--- src/rtl/countones_stream.sv ---
// countones_stream: popcount of a width_p-bit word, chunk_p bits per cycle,
// with a valid/ready handshake on both the input word and the result.
// Optional feature macro: COUNTONES_STREAM_ACCUM_EN adds clear_i/accum_o,
// a saturating running total of every delivered count.
module countones_stream #(
    parameter int unsigned width_p     = 32,
    parameter int unsigned chunk_p     = 8,
    parameter int unsigned acc_width_p = 32
) (
    input  logic                     clk_i,
    input  logic                     reset_i,
    input  logic                     valid_i,
    output logic                     ready_o,
    input  logic [width_p-1:0]       binary_i,
    output logic                     valid_o,
    input  logic                     ready_i,
    output logic [$clog2(width_p):0] count_o
`ifdef COUNTONES_STREAM_ACCUM_EN
    ,
    input  logic                     clear_i,
    output logic [acc_width_p-1:0]   accum_o
`endif
);

    localparam int unsigned chunks_lp = width_p / chunk_p;
    localparam int unsigned cnt_w_lp  = $clog2(width_p) + 1;
    localparam int unsigned ctr_w_lp  = $clog2(chunks_lp + 1);

    localparam logic [1:0] idle_st = 2'd0;
    localparam logic [1:0] busy_st = 2'd1;
    localparam logic [1:0] done_st = 2'd2;

    // Reject parameter sets that cannot be sliced into whole chunks
    if ((width_p % chunk_p) != 0) begin : g_bad_chunk
        $error("countones_stream: width_p must be an integer multiple of chunk_p");
    end
    if (acc_width_p == 0) begin : g_bad_acc
        $error("countones_stream: acc_width_p must be nonzero");
    end

    // Number of set bits in one chunk
    function automatic logic [cnt_w_lp-1:0] chunk_popcount(input logic [chunk_p-1:0] bits);
        logic [cnt_w_lp-1:0] acc;
        acc = '0;
        for (int unsigned i = 0; i < chunk_p; i++) begin
            acc = acc + cnt_w_lp'(bits[i]);
        end
        return acc;
    endfunction

    logic [1:0]          state_q, state_n;
    logic [width_p-1:0]  shift_q, shift_n;
    logic [cnt_w_lp-1:0] sum_q, sum_n;
    logic [ctr_w_lp-1:0] ctr_q, ctr_n;
    logic [cnt_w_lp-1:0] count_n;
    logic                ready_n;
    logic                valid_n;
    logic [cnt_w_lp-1:0] chunk_pc_c;

    // Next-state, datapath and registered-output next values
    always_comb begin
        state_n    = state_q;
        shift_n    = shift_q;
        sum_n      = sum_q;
        ctr_n      = ctr_q;
        count_n    = count_o;
        ready_n    = ready_o;
        valid_n    = valid_o;
        chunk_pc_c = chunk_popcount(shift_q[chunk_p-1:0]);

        case (state_q)
            idle_st: begin
                if (valid_i && ready_o) begin
                    shift_n = binary_i;
                    sum_n   = '0;
                    ctr_n   = ctr_w_lp'(chunks_lp);
                    state_n = busy_st;
                    ready_n = 1'b0;
                end
            end
            busy_st: begin
                sum_n   = sum_q + chunk_pc_c;
                shift_n = shift_q >> chunk_p;
                ctr_n   = ctr_q - ctr_w_lp'(1);
                // Last chunk: publish the total together with valid_o
                if (ctr_q == ctr_w_lp'(1)) begin
                    state_n = done_st;
                    valid_n = 1'b1;
                    count_n = sum_q + chunk_pc_c;
                end
            end
            done_st: begin
                if (ready_i) begin
                    state_n = idle_st;
                    valid_n = 1'b0;
                    ready_n = 1'b1;
                end
            end
            default: begin
                state_n = idle_st;
                valid_n = 1'b0;
                ready_n = 1'b1;
            end
        endcase
    end

    // State and datapath registers; reset dominates every other input
    always_ff @(posedge clk_i) begin
        if (reset_i) begin
            state_q <= idle_st;
            shift_q <= '0;
            sum_q   <= '0;
            ctr_q   <= '0;
            count_o <= '0;
            ready_o <= 1'b1;
            valid_o <= 1'b0;
        end else begin
            state_q <= state_n;
            shift_q <= shift_n;
            sum_q   <= sum_n;
            ctr_q   <= ctr_n;
            count_o <= count_n;
            ready_o <= ready_n;
            valid_o <= valid_n;
        end
    end

`ifdef COUNTONES_STREAM_ACCUM_EN
    localparam int unsigned sat_w_lp =
        ((acc_width_p > cnt_w_lp) ? acc_width_p : cnt_w_lp) + 1;
    localparam logic [sat_w_lp-1:0] acc_max_lp = sat_w_lp'({acc_width_p{1'b1}});

    logic                handshake_c;
    logic [sat_w_lp-1:0] acc_base_c;
    logic [sat_w_lp-1:0] acc_sum_c;

    // Sum in a wider domain so the saturation compare sees the carry;
    // a clear coincident with a handshake restarts from zero
    always_comb begin
        handshake_c = valid_o && ready_i;
        acc_base_c  = clear_i ? '0 : sat_w_lp'(accum_o);
        acc_sum_c   = acc_base_c + sat_w_lp'(count_o);
    end

    // Saturating running total of delivered counts
    always_ff @(posedge clk_i) begin
        if (reset_i) begin
            accum_o <= '0;
        end else if (handshake_c) begin
            accum_o <= (acc_sum_c > acc_max_lp) ? acc_width_p'(acc_max_lp)
                                                : acc_width_p'(acc_sum_c);
        end else if (clear_i) begin
            accum_o <= '0;
        end
    end
`endif

endmodule

--- config.mk ---
export PLATFORM = sky130hd
export DESIGN_NAME = countones_stream
export DESIGN_NICKNAME = d
export VERILOG_FILES = /design/src/rtl/countones_stream.sv
export SDC_FILE = /design/constraint.sdc
export NUM_CORES = 1
export LEC_CHECK = 0
export ABC_AREA = 0
export BUFFER_PORTS_ARGS = -buffer_cell sky130_fd_sc_hd__buf_2
export CORE_MARGIN = 10
export CORE_UTILIZATION = 62
export CTS_BUF_LIST = sky130_fd_sc_hd__clkbuf_2
export DETAILED_ROUTE_END_ITERATION = 10
export GPL_ROUTABILITY_DRIVEN = 1
export MAX_ROUTING_LAYER = met4
export PLACE_DENSITY = 0.92
export SLEW_MARGIN = 0
export SYNTH_ARGS = -nofsm -noshare
export SYNTH_HDL_FRONTEND = slang
export SYNTH_SLANG_ARGS = --single-unit
--- constraint.sdc ---
create_clock -name clk_i -period 8.2 [get_ports clk_i]
set_clock_uncertainty 0.15 [all_clocks]
set_input_delay 0.41 -clock clk_i [delete_from_list [all_inputs] [get_ports clk_i]]
set_output_delay 0.41 -clock clk_i [all_outputs]
set_load 0.02 [all_outputs]
# Word level (Yosys, flattened, before mapping)
# Index checks and enable logic that the tools add are counted.
# Widths: inputs -> output; s select.
classes:
  eq_ne: 6
  muxes: 16
  reduce_logical: 8
  n_addsub: 9
  n_bitwise: 2
op_table:
  columns: ["cell", "count"]
  rows:
  - ["$pmux 32 s2", 1]
  - ["$mux 32", 1]
  - ["$add 6x1->6", 2]
  - ["$pmux 6 s2", 1]
  - ["$reduce_and 3->1", 3]
  - ["$add 5x1->6", 1]
  - ["$add 6x6->6", 1]
  - ["$mux 2", 3]
  - ["$mux 6", 1]
  - ["$ne 2x2->1 const B", 3]
  - ["$pmux 1 s3", 2]
  - ["$pmux 2 s3", 1]
  - ["$pmux 3 s2", 1]
  - ["$add 4x1->5", 1]
  - ["$add 3x1->4", 1]
  - ["$mux 1", 4]
  - ["$reduce_and 2->1", 2]
  - ["$add 2x1->3", 1]
  - ["$eq 3x1->1 const B", 1]
  - ["$mux 3", 1]
  - ["$sub 3x1->3 const B", 1]
  - ["$add 1x1->2", 1]
  - ["$eq 2x1->1 const B", 1]
  - ["$eq 2x2->1 const B", 1]
  - ["4 further kinds", 5]
totals:
  input_bits: 36
  out_inout_bits: 8
  wordCells: 48
  register_bits: 51

# Depth between registers and ports, before layout
# Gate-level depths: netlist of run 1.
logic_depth:
  ltp_word: 9
  ltp_mapped: 11
  mapped_depth_nobuf: 11

# Least setup slack after synthesis of run 1
# OpenSTA, ideal clock, no wires.
synth_path:
  kind: "flip-flop to flip-flop"
  start: "register shift_q[0]"
  end: "register count_o[4]"
  path_slack_ns: 4.624
  synth_period_minus_slack_ns: 3.576
  arrival_ns: 3.306
  path_stages_with_launch: 12
  cell_sequence: "dfxtp_1 fa_1 inv_1 fa_1 fa_1 inv_1 fa_1 fa_1 a21o_1 a21oi_1 nor4_1 a211o_1"
synth_between:
  elab_chain_cells: 8
synth_lines:
  columns: ["item", "line_no", "text"]
  rows:
  - ["start, declared", "52", "logic [width_p-1:0] shift_q, shift_n;"]
  - ["start signal, assigned", "119", "shift_q <= shift_n;"]
  - ["$add 1x1->2", "46", "acc = acc + cnt_w_lp'(bits[i]);"]
  - ["$add 2x1->3", "46", null]
  - ["$add 3x1->4", "46", null]
  - ["$add 4x1->5", "46", null]
  - ["$add 5x1->6", "46", null]
  - ["$add 6x1->6 (2 in a row)", "46", null]
  - ["$add 6x6->6", "89", "count_n = sum_q + chunk_pc_c;"]
  - ["end signal, assigned", "122", "count_o <= count_n;"]
  - ["end, declared", "17", "output logic [$clog2(width_p):0] count_o"]
# No other way between the ends.
# A chain may end at the register's enable or synchronous reset.

# Final worst setup path of run 1
# Ends and elaborated chain as after synthesis.

==> flow_metrics.py, run 1 <==
metrics = {
    "outcome": {
        "outcome": "complete, no violations",
    },
    "job": {
        "max-cap-violations": 0,
    },
    "finish": {
        "utilization_pct": 70.55,
        "drive_above_1_share_pct": 17.78,
        "stdcell_count": 363,
        "fin_nets": 363,
        "num_antenna_cells": 0,
        "area_growth_pct": 7.649,
        "layout_common_cells": "nand2_1 (58), dfxtp_1 (51), nor2_1 (44)",
        "final_common_cell": "nand2_1",
    },
    "power_and_ir_drop": {
        "p_leak_nw": 1.166,
        "power_mw": 0.5454,
        "ir_drop_uv": 138.0,
        "power-per-cell-area_nw_per_um2": 206.5,
    },
    "placed_design": {
        "gp_congestion": 0.8219,
        "dp_cells": 355,
        "dpl.hpwl_um": 3618,
        "portBuffers": 43,
        "pre_cts_ws_ns": 4.433,
    },
    "logic_synthesis": {
        "yosysWarnings": 0,
        "synth_compound_area_share_pct": 18.82,
        "synth_flop_cell": "dfxtp_1",
        "synth_fa_ha_area_share_pct": 8.159,
        "synthArstFlopShare_pct": 0,
        "syn_area_per_cell_um2": 8.579,
        "netlist_instances": 286,
        "synth_top_family_by_area": "simple AND/OR/NAND/NOR gates",
        "synth_seq_cells": 51,
        "synth_edf_count": 0,
        "syn-num-nets": 335,
        "syn_area_um2": 2454,
        "synthMuxAreaShare_pct": 0,
        "synth_xor_area_share_pct": 0.3570,
        "yosysSeqAreaShare_pct": 41.61,
        "synth.distinct_cells": 39,
        "synth-simple-area-share_pct": 24.12,
    },
    "clocking": {
        "cts.reportedPaths.clkPinSlew_ns": 0.25,
        "cts_buffer_depth": 2,
        "postCtsSetupRepairBufs": 0,
        "clk_latency_ns": 0.44,
        "cts.sinks": 51,
        "clock-root-buffer": "clkbuf_2",
        "tritoncts": "yes",
        "ctsHoldBuffers": 0,
        "cts_buffers": 5,
        "cts_resized": 0,
        "htree_levels": 2,
    },
    "route": {
        "drc": 0,
        "routedWlPerCell_um": 14.12,
        "ant_nets": 0,
        "viasPerCell": 5.680,
        "drt_iter0_markers": 156,
        "drt-total-wl_um": 5124,
        "first_pass_iters": 4,
        "vias": 2062,
    },
    "hold_path": {
        "hold_end": "shift_q[30]",
        "holdPathStages": 3,
        "min_from": "binary_i[30]",
        "hold_class": "in2reg",
    },
    "worst_setup_path": {
        "path_class": "reg2reg",
        "path_cells": "fa_1, inv_1, fa_1, fa_1, inv_1, fa_1, fa_1, a21o_1, a21oi_1, nor4_1, a211o_1",
        "path_buf_inv": 2,
        "crit_fanout": 3,
        "slowest_stage": "fa_1",
        "r2r_start": "shift_q[0]",
        "cp.required_ns": 8.42,
        "reg2reg_slack_ns": 4.41,
        "worst-r2r-cell-count": 11,
        "arrival_ns": 4.00,
        "start_kind": "register",
        "reg2reg_to": "count_o[4]",
        "slowest_delay_ns": 0.53,
        "end_kind": "register",
        "path_delay_family": "adder cells",
        "critPathMostFrequentCell": "fa_1",
    },
    "die": {
        "row_count": 22,
        "initial_core_util_pct": 65.54,
        "die_area_um2": 6874,
        "fp.dieH_um": 82.91,
        "die_w_um": 82.91,
        "core-area_um2": 3744,
        "ioPinCount": 44,
    },
    "sta": {
        "finalHoldViolations": 0,
        "worst_slew_pin_slew_ns": 1.058,
        "setup_tns_ns": 0,
        "setup_violations": 0,
        "fin_crit_ns": 3.786,
        "period_share_pct": 46.17,
        "fmax_mhz": 264.1,
        "grt_setup_unrepaired": "false",
        "drv_slew": 0,
        "setup_slack_ns": 4.414,
        "relSlewSlack_pct": 29.15,
    },
    "global_route": {
        "grt_pass1_wl_um": 9052,
        "grt_pass1_vias": 2017,
        "grtUsageTotal_pct": 15.28,
        "grt_overflow": 0,
        "antenna_found_initial": 0,
        "grt_start_max_net_pins": 59,
    },
}
## cells by family (layout without fill, tap and decap cells)
kind of cell	count (synthesis)	in the layout
simple gates	129	129
compound gates	60	60
xor+xnor	1	1
buf+inv	32	61
flops	51	51
fa+ha+maj	13	13
## worst min-delay path: stages
cell	delay, ns
buf_2	0.07
a22oi_1	0.05
nor2_1	0.07
## synth_stat cells, drive strengths merged (2+ instances only)
| library cell | count | area share (%) |
|---|---|---|
| a211o | 2 | 0.71 |
| a211oi | 3 | 0.92 |
| a21o | 4 | 1.2 |
| a21oi | 9 | 2.0 |
| a22oi | 12 | 3.7 |
| a311oi | 24 | 8.6 |
| buf | 17 | 4.6 |
| clkbuf | 5 | 0.76 |
| dfxtp | 51 | 42 |
| fa | 5 | 4.1 |
| ha | 8 | 4.1 |
| inv | 10 | 1.5 |
| nand2 | 58 | 8.9 |
| nand2b | 4 | 1.6 |
| nand3b | 2 | 0.61 |
| nor2 | 45 | 7.0 |
| nor3 | 7 | 1.6 |
| nor3b | 4 | 1.7 |
| nor4 | 2 | 0.51 |
| o21ai | 2 | 0.41 |
| o311ai | 2 | 0.71 |
## power breakdown
part | leakage [nW] | internal (mW) | switching (mW)
Combinational | 0.719 | 0.0637 | 0.0911
Clock | 0.0281 | 0.0205 | 0.0791
Sequential | 0.419 | 0.274 | 0.0171
Total | 1.17 | 0.358 | 0.187
## metrics by stage
step | cell area, um2 | hold slack (ns)
after detailed placement | 2604 | 0.2953
after global placement | 2604 | 0.2889
after global routing | 2641 | 0.01534
final | 2641 | 0.02943
after floorplan | 2454 | 0.3044
after CTS | 2641 | 0.02797
## worst max path at each step
stage	start	endpoint	slack, ns	cells after the start
after floorplan	shift_q[0]	count_o[4]	4.62	11
after global placement	shift_q[0]	count_o[4]	4.53	11
after detailed placement	shift_q[0]	count_o[4]	4.43	11
after CTS	shift_q[0]	count_o[4]	4.40	11
after global routing	shift_q[0]	count_o[4]	4.24	11
final	shift_q[0]	count_o[4]	4.41	11
## per-layer routing
layer | global-route usage [%] | routed length (um) | up-vias
met3 | 3.906 | 214 | 10
met1 | 18.58 | 2466 | 943
met4 | 5.538 | 78 | 0
met2 | 23.81 | 2364 | 52
li1 | - | - | 1057
met5 | - | 0 | -
## sequential cells by signal, indices dropped and copies added (netlist names)
register  flops
ready_o       1
state_q       2
shift_q      32
sum_q         6
ctr_q         3
valid_o       1
count_o       6
## layout make-up
| type | count | area [um2] |
|---|---|---|
| timing repair buffer | 43 | 215.2 |
| clock inverter | 2 | 7.507 |
| inverter | 10 | 37.54 |
| sequential | 51 | 1021 |
| clock buffer | 6 | 30.03 |
| fill | 310 | 1102 |
| tap | 48 | 60.06 |
| multi-input combinational | 203 | 1270 |
Note: power is estimated with default switching activity, not from simulation.
==> run 2, diff against run 1 <==
--- a/config.mk
+++ b/config.mk
@@ -5,15 +5,15 @@
 export SDC_FILE = /design/constraint.sdc
 export NUM_CORES = 1
 export LEC_CHECK = 0
-export ABC_AREA = 0
+export ABC_AREA = 1
 export BUFFER_PORTS_ARGS = -buffer_cell sky130_fd_sc_hd__buf_2
 export CORE_MARGIN = 10
-export CORE_UTILIZATION = 62
+export CORE_UTILIZATION = 51
 export CTS_BUF_LIST = sky130_fd_sc_hd__clkbuf_2
 export DETAILED_ROUTE_END_ITERATION = 10
 export GPL_ROUTABILITY_DRIVEN = 1
 export MAX_ROUTING_LAYER = met4
-export PLACE_DENSITY = 0.92
+export PLACE_DENSITY = 0.82
 export SLEW_MARGIN = 0
 export SYNTH_ARGS = -nofsm -noshare
 export SYNTH_HDL_FRONTEND = slang
==> constraint.sdc (replaced) <==
create_clock -name clk_i -period 3.1 [get_ports clk_i]
set_clock_uncertainty 0.15 [all_clocks]
set_input_delay 0.155 -clock clk_i [delete_from_list [all_inputs] [get_ports clk_i]]
set_output_delay 0.155 -clock clk_i [all_outputs]
set_load 0.02 [all_outputs]
==> run 2 against run 1 <==
Net effect:
- the run now ends with setup timing left
- cell area increased by 19%
- routed wire length increased by 22%
- final cell count increased by 22%
- setup slack got worse by 4.7 ns
- sequential power increased to 2.8 times the previous value
- worst hold slack improved by 0.30 ns
- clock power increased to 3.7 times the previous value
==> flow_metrics.py, run 2 <==
metrics = {
    "finish": {
        "layout_common_cells": "nand2_1 (93), dfxtp_1 (50), dlygate4sd3_1 (45)",
        "reg_top3": "shift_q: 32 flops, count_o: 6 flops, sum_q: 6 flops",
        "fin_nets": 438,
        "stdcell_count": 442,
        "drive_above_1_share_pct": 18.97,
        "area_growth_pct": 34.28,
        "stdcell_area_um2": 3132,
        "top_register": "shift_q",
        "largest_reg_flops": 32,
        "nFillCells": 361,
        "num_antenna_cells": 0,
        "final_common_cell": "nand2_1",
        "utilization_pct": 71.43,
    },
    "route": {
        "ant_nets": 0,
        "drt-total-wl_um": 6258,
        "first_pass_iters": 4,
        "routedWlPerCell_um": 14.16,
        "vias": 2316,
        "drt_iter0_markers": 120,
        "drc": 0,
        "viasPerCell": 5.240,
    },
    "global_route": {
        "grtUsageTotal_pct": 17.30,
        "grt_pass1_vias": 2321,
        "grt_overflow": 0,
        "antenna_found_initial": 0,
        "grt_pass1_wl_um": 10630,
        "grt_start_max_net_pins": 33,
    },
    "clocking": {
        "clk_latency_ns": 0.44,
        "cts.sinks": 51,
        "cts.reportedPaths.clkPinSlew_ns": 0.27,
        "cts_buffer_depth": 2,
        "tritoncts": "yes",
        "cts_buffers": 5,
        "htree_levels": 2,
        "clock-root-buffer": "clkbuf_2",
    },
    "sta": {
        "setup_slack_ns": -0.2967,
        "fmax_mhz": 294.4,
        "grt_setup_unrepaired": "true",
        "relSlewSlack_pct": 52.17,
        "holdWs_ns": 0.3294,
        "worst_slew_pin_slew_ns": 0.7166,
        "period_share_pct": 109.6,
        "finalHoldViolations": 0,
        "setup_violations": 6,
        "fin_crit_ns": 3.397,
        "drv_slew": 0,
    },
    "outcome": {
        "failed_checks": "setup timing",
        "outcome": "finished with violations",
    },
    "worst_setup_path": {
        "worst-r2r-cell-count": 12,
        "r2r_start": "shift_q[0]",
        "reg2reg_slack_ns": -0.30,
        "crit_fanout": 2,
        "reg2reg_to": "sum_q[4]",
        "path_class": "reg2reg",
        "arrival_ns": 3.65,
        "end_kind": "register",
        "cp.required_ns": 3.35,
        "start_kind": "register",
    },
    "placed_design": {
        "dp_cells": 388,
        "gp_congestion": 0.8660,
        "dpl.hpwl_um": 3727,
        "portBuffers": 43,
        "placed_cell_area_um2": 2567,
    },
    "logic_synthesis": {
        "syn-num-nets": 354,
        "synth_seq_cells": 51,
        "yosys.area.top_type": "dfxtp_1",
        "syn_area_per_cell_um2": 7.647,
        "yosysWarnings": 0,
        "netlist.area_leader.share_pct": 43.78,
        "synth.most_common_cell": "nand2_1",
        "netlist_instances": 305,
        "syn_area_um2": 2332,
        "synthArstFlopShare_pct": 0,
        "yosysSeqAreaShare_pct": 43.78,
        "synth_flop_cell": "dfxtp_1",
        "synth_edf_count": 0,
        "synthTopCellsByCount": "nand2_1 (95), dfxtp_1 (51), o21ai_0 (26)",
        "synth.distinct_cells": 26,
        "synthTopCellsByArea": "dfxtp_1 (44%), nand2_1 (15%), a31oi_1 (6.4%)",
    },
    "hold_path": {
        "min_from": "valid_o",
        "holdPathStages": 2,
        "hold_class": "reg2reg",
        "hold_end": "valid_o",
    },
    "job": {
        "max-cap-violations": 0,
    },
    "die": {
        "die_w_um": 87.63,
        "fp.dieH_um": 87.63,
        "ioPinCount": 44,
        "initial_core_util_pct": 53.20,
        "row_count": 24,
        "die_area_um2": 7678,
        "core-area_um2": 4384,
    },
    "power_and_ir_drop": {
        "power-per-cell-area_nw_per_um2": 587.8,
        "ir_drop_uv": 406.8,
        "p_leak_nw": 1.415,
    },
}
run 2: worst max-delay path: stages (launching register included):
cell and delay (ns):
dfxtp_2 0.39, fa_1 0.53, inv_1 0.05, fa_1 0.45, fa_1 0.50, inv_1 0.05
fa_2 0.35, fa_2 0.37, nand3_2 0.08, nand2_2 0.06, xor2_2 0.15, nand2_1 0.09
a21oi_2 0.13
run 2: kinds of logic after synthesis:
| kind of cell | count (synthesis) | synth area share (%) |
|---|---|---|
| buffers and inverters | 40 | 7.350 |
| adder cells (fa/ha/maj) | 13 | 8.584 |
| flip-flops | 51 | 43.78 |
| AO/OA/AOI/OAI | 79 | 18.56 |
| XOR/XNOR | 2 | 0.7512 |
| AND/OR/NAND/NOR | 120 | 20.98 |
run 2: routing by layer:
| metal | global-route usage (%) | part of all wire, % | vias up |
|---|---|---|---|
| li1 | - | - | 1176 |
| met3 | 4.643 | 6.0 | 18 |
| met1 | 19.44 | 42 | 1050 |
| met2 | 28.90 | 50 | 72 |
| met5 | - | 0 | - |
| met4 | 5.942 | 2.3 | 0 |
run 2: how the worst max path moves through the flow:
| stage | start | to | slack (ns) | depth (start not counted) |
|---|---|---|---|---|
| after global routing | shift_q[0] | sum_q[4] | -0.42 | 12 |
| final | shift_q[0] | sum_q[4] | -0.30 | 12 |
| after detailed placement | shift_q[0] | sum_q[4] | -0.28 | 12 |
| after floorplan | shift_q[0] | count_o[4] | -0.12 | 12 |
| after global placement | shift_q[0] | count_o[4] | -0.18 | 12 |
| after CTS | shift_q[0] | sum_q[4] | -0.33 | 12 |
run 2: through the flow:
step | total power, mW | setup WS [ns] | setup TNS (ns)
final | 1.841 | -0.2967 | -1.360
after CTS | 1.825 | -0.3305 | -1.468
after detailed placement | 1.391 | -0.2783 | -0.9397
after global placement | 1.362 | -0.1778 | -0.4947
after floorplan | 1.256 | -0.1189 | -0.2251
after global routing | 1.963 | -0.4218 | -2.287
run 2: power by group:
| part | switching, mW | internal [mW] | total [mW] |
|---|---|---|---|
| clock network | 0.229 | 0.141 | 0.371 |
| logic | 0.381 | 0.278 | 0.659 |
| registers | 0.0562 | 0.755 | 0.811 |
| total | 0.667 | 1.17 | 1.84 |
run 2: repair_timing:
action                                  CTS  global route
pin swaps                                 1             1
buffers inserted                          1             0
resized for setup                         3             5
endpoints found under the hold margin    46             0
hold buffers                             45             0
endpoints found under the setup margin    8            10
run 2: final cells by class:
cell class                 count  area (um2)  area share, %
multi-input combinational    214        1182          37.75
sequential                    51        1022          32.64
timing repair buffer          92       695.7          22.21
inverter                      25       93.84          2.996
tap                           52       65.06          2.078
clock inverter                 3       47.55          1.518
clock buffer                   5       25.02         0.7990
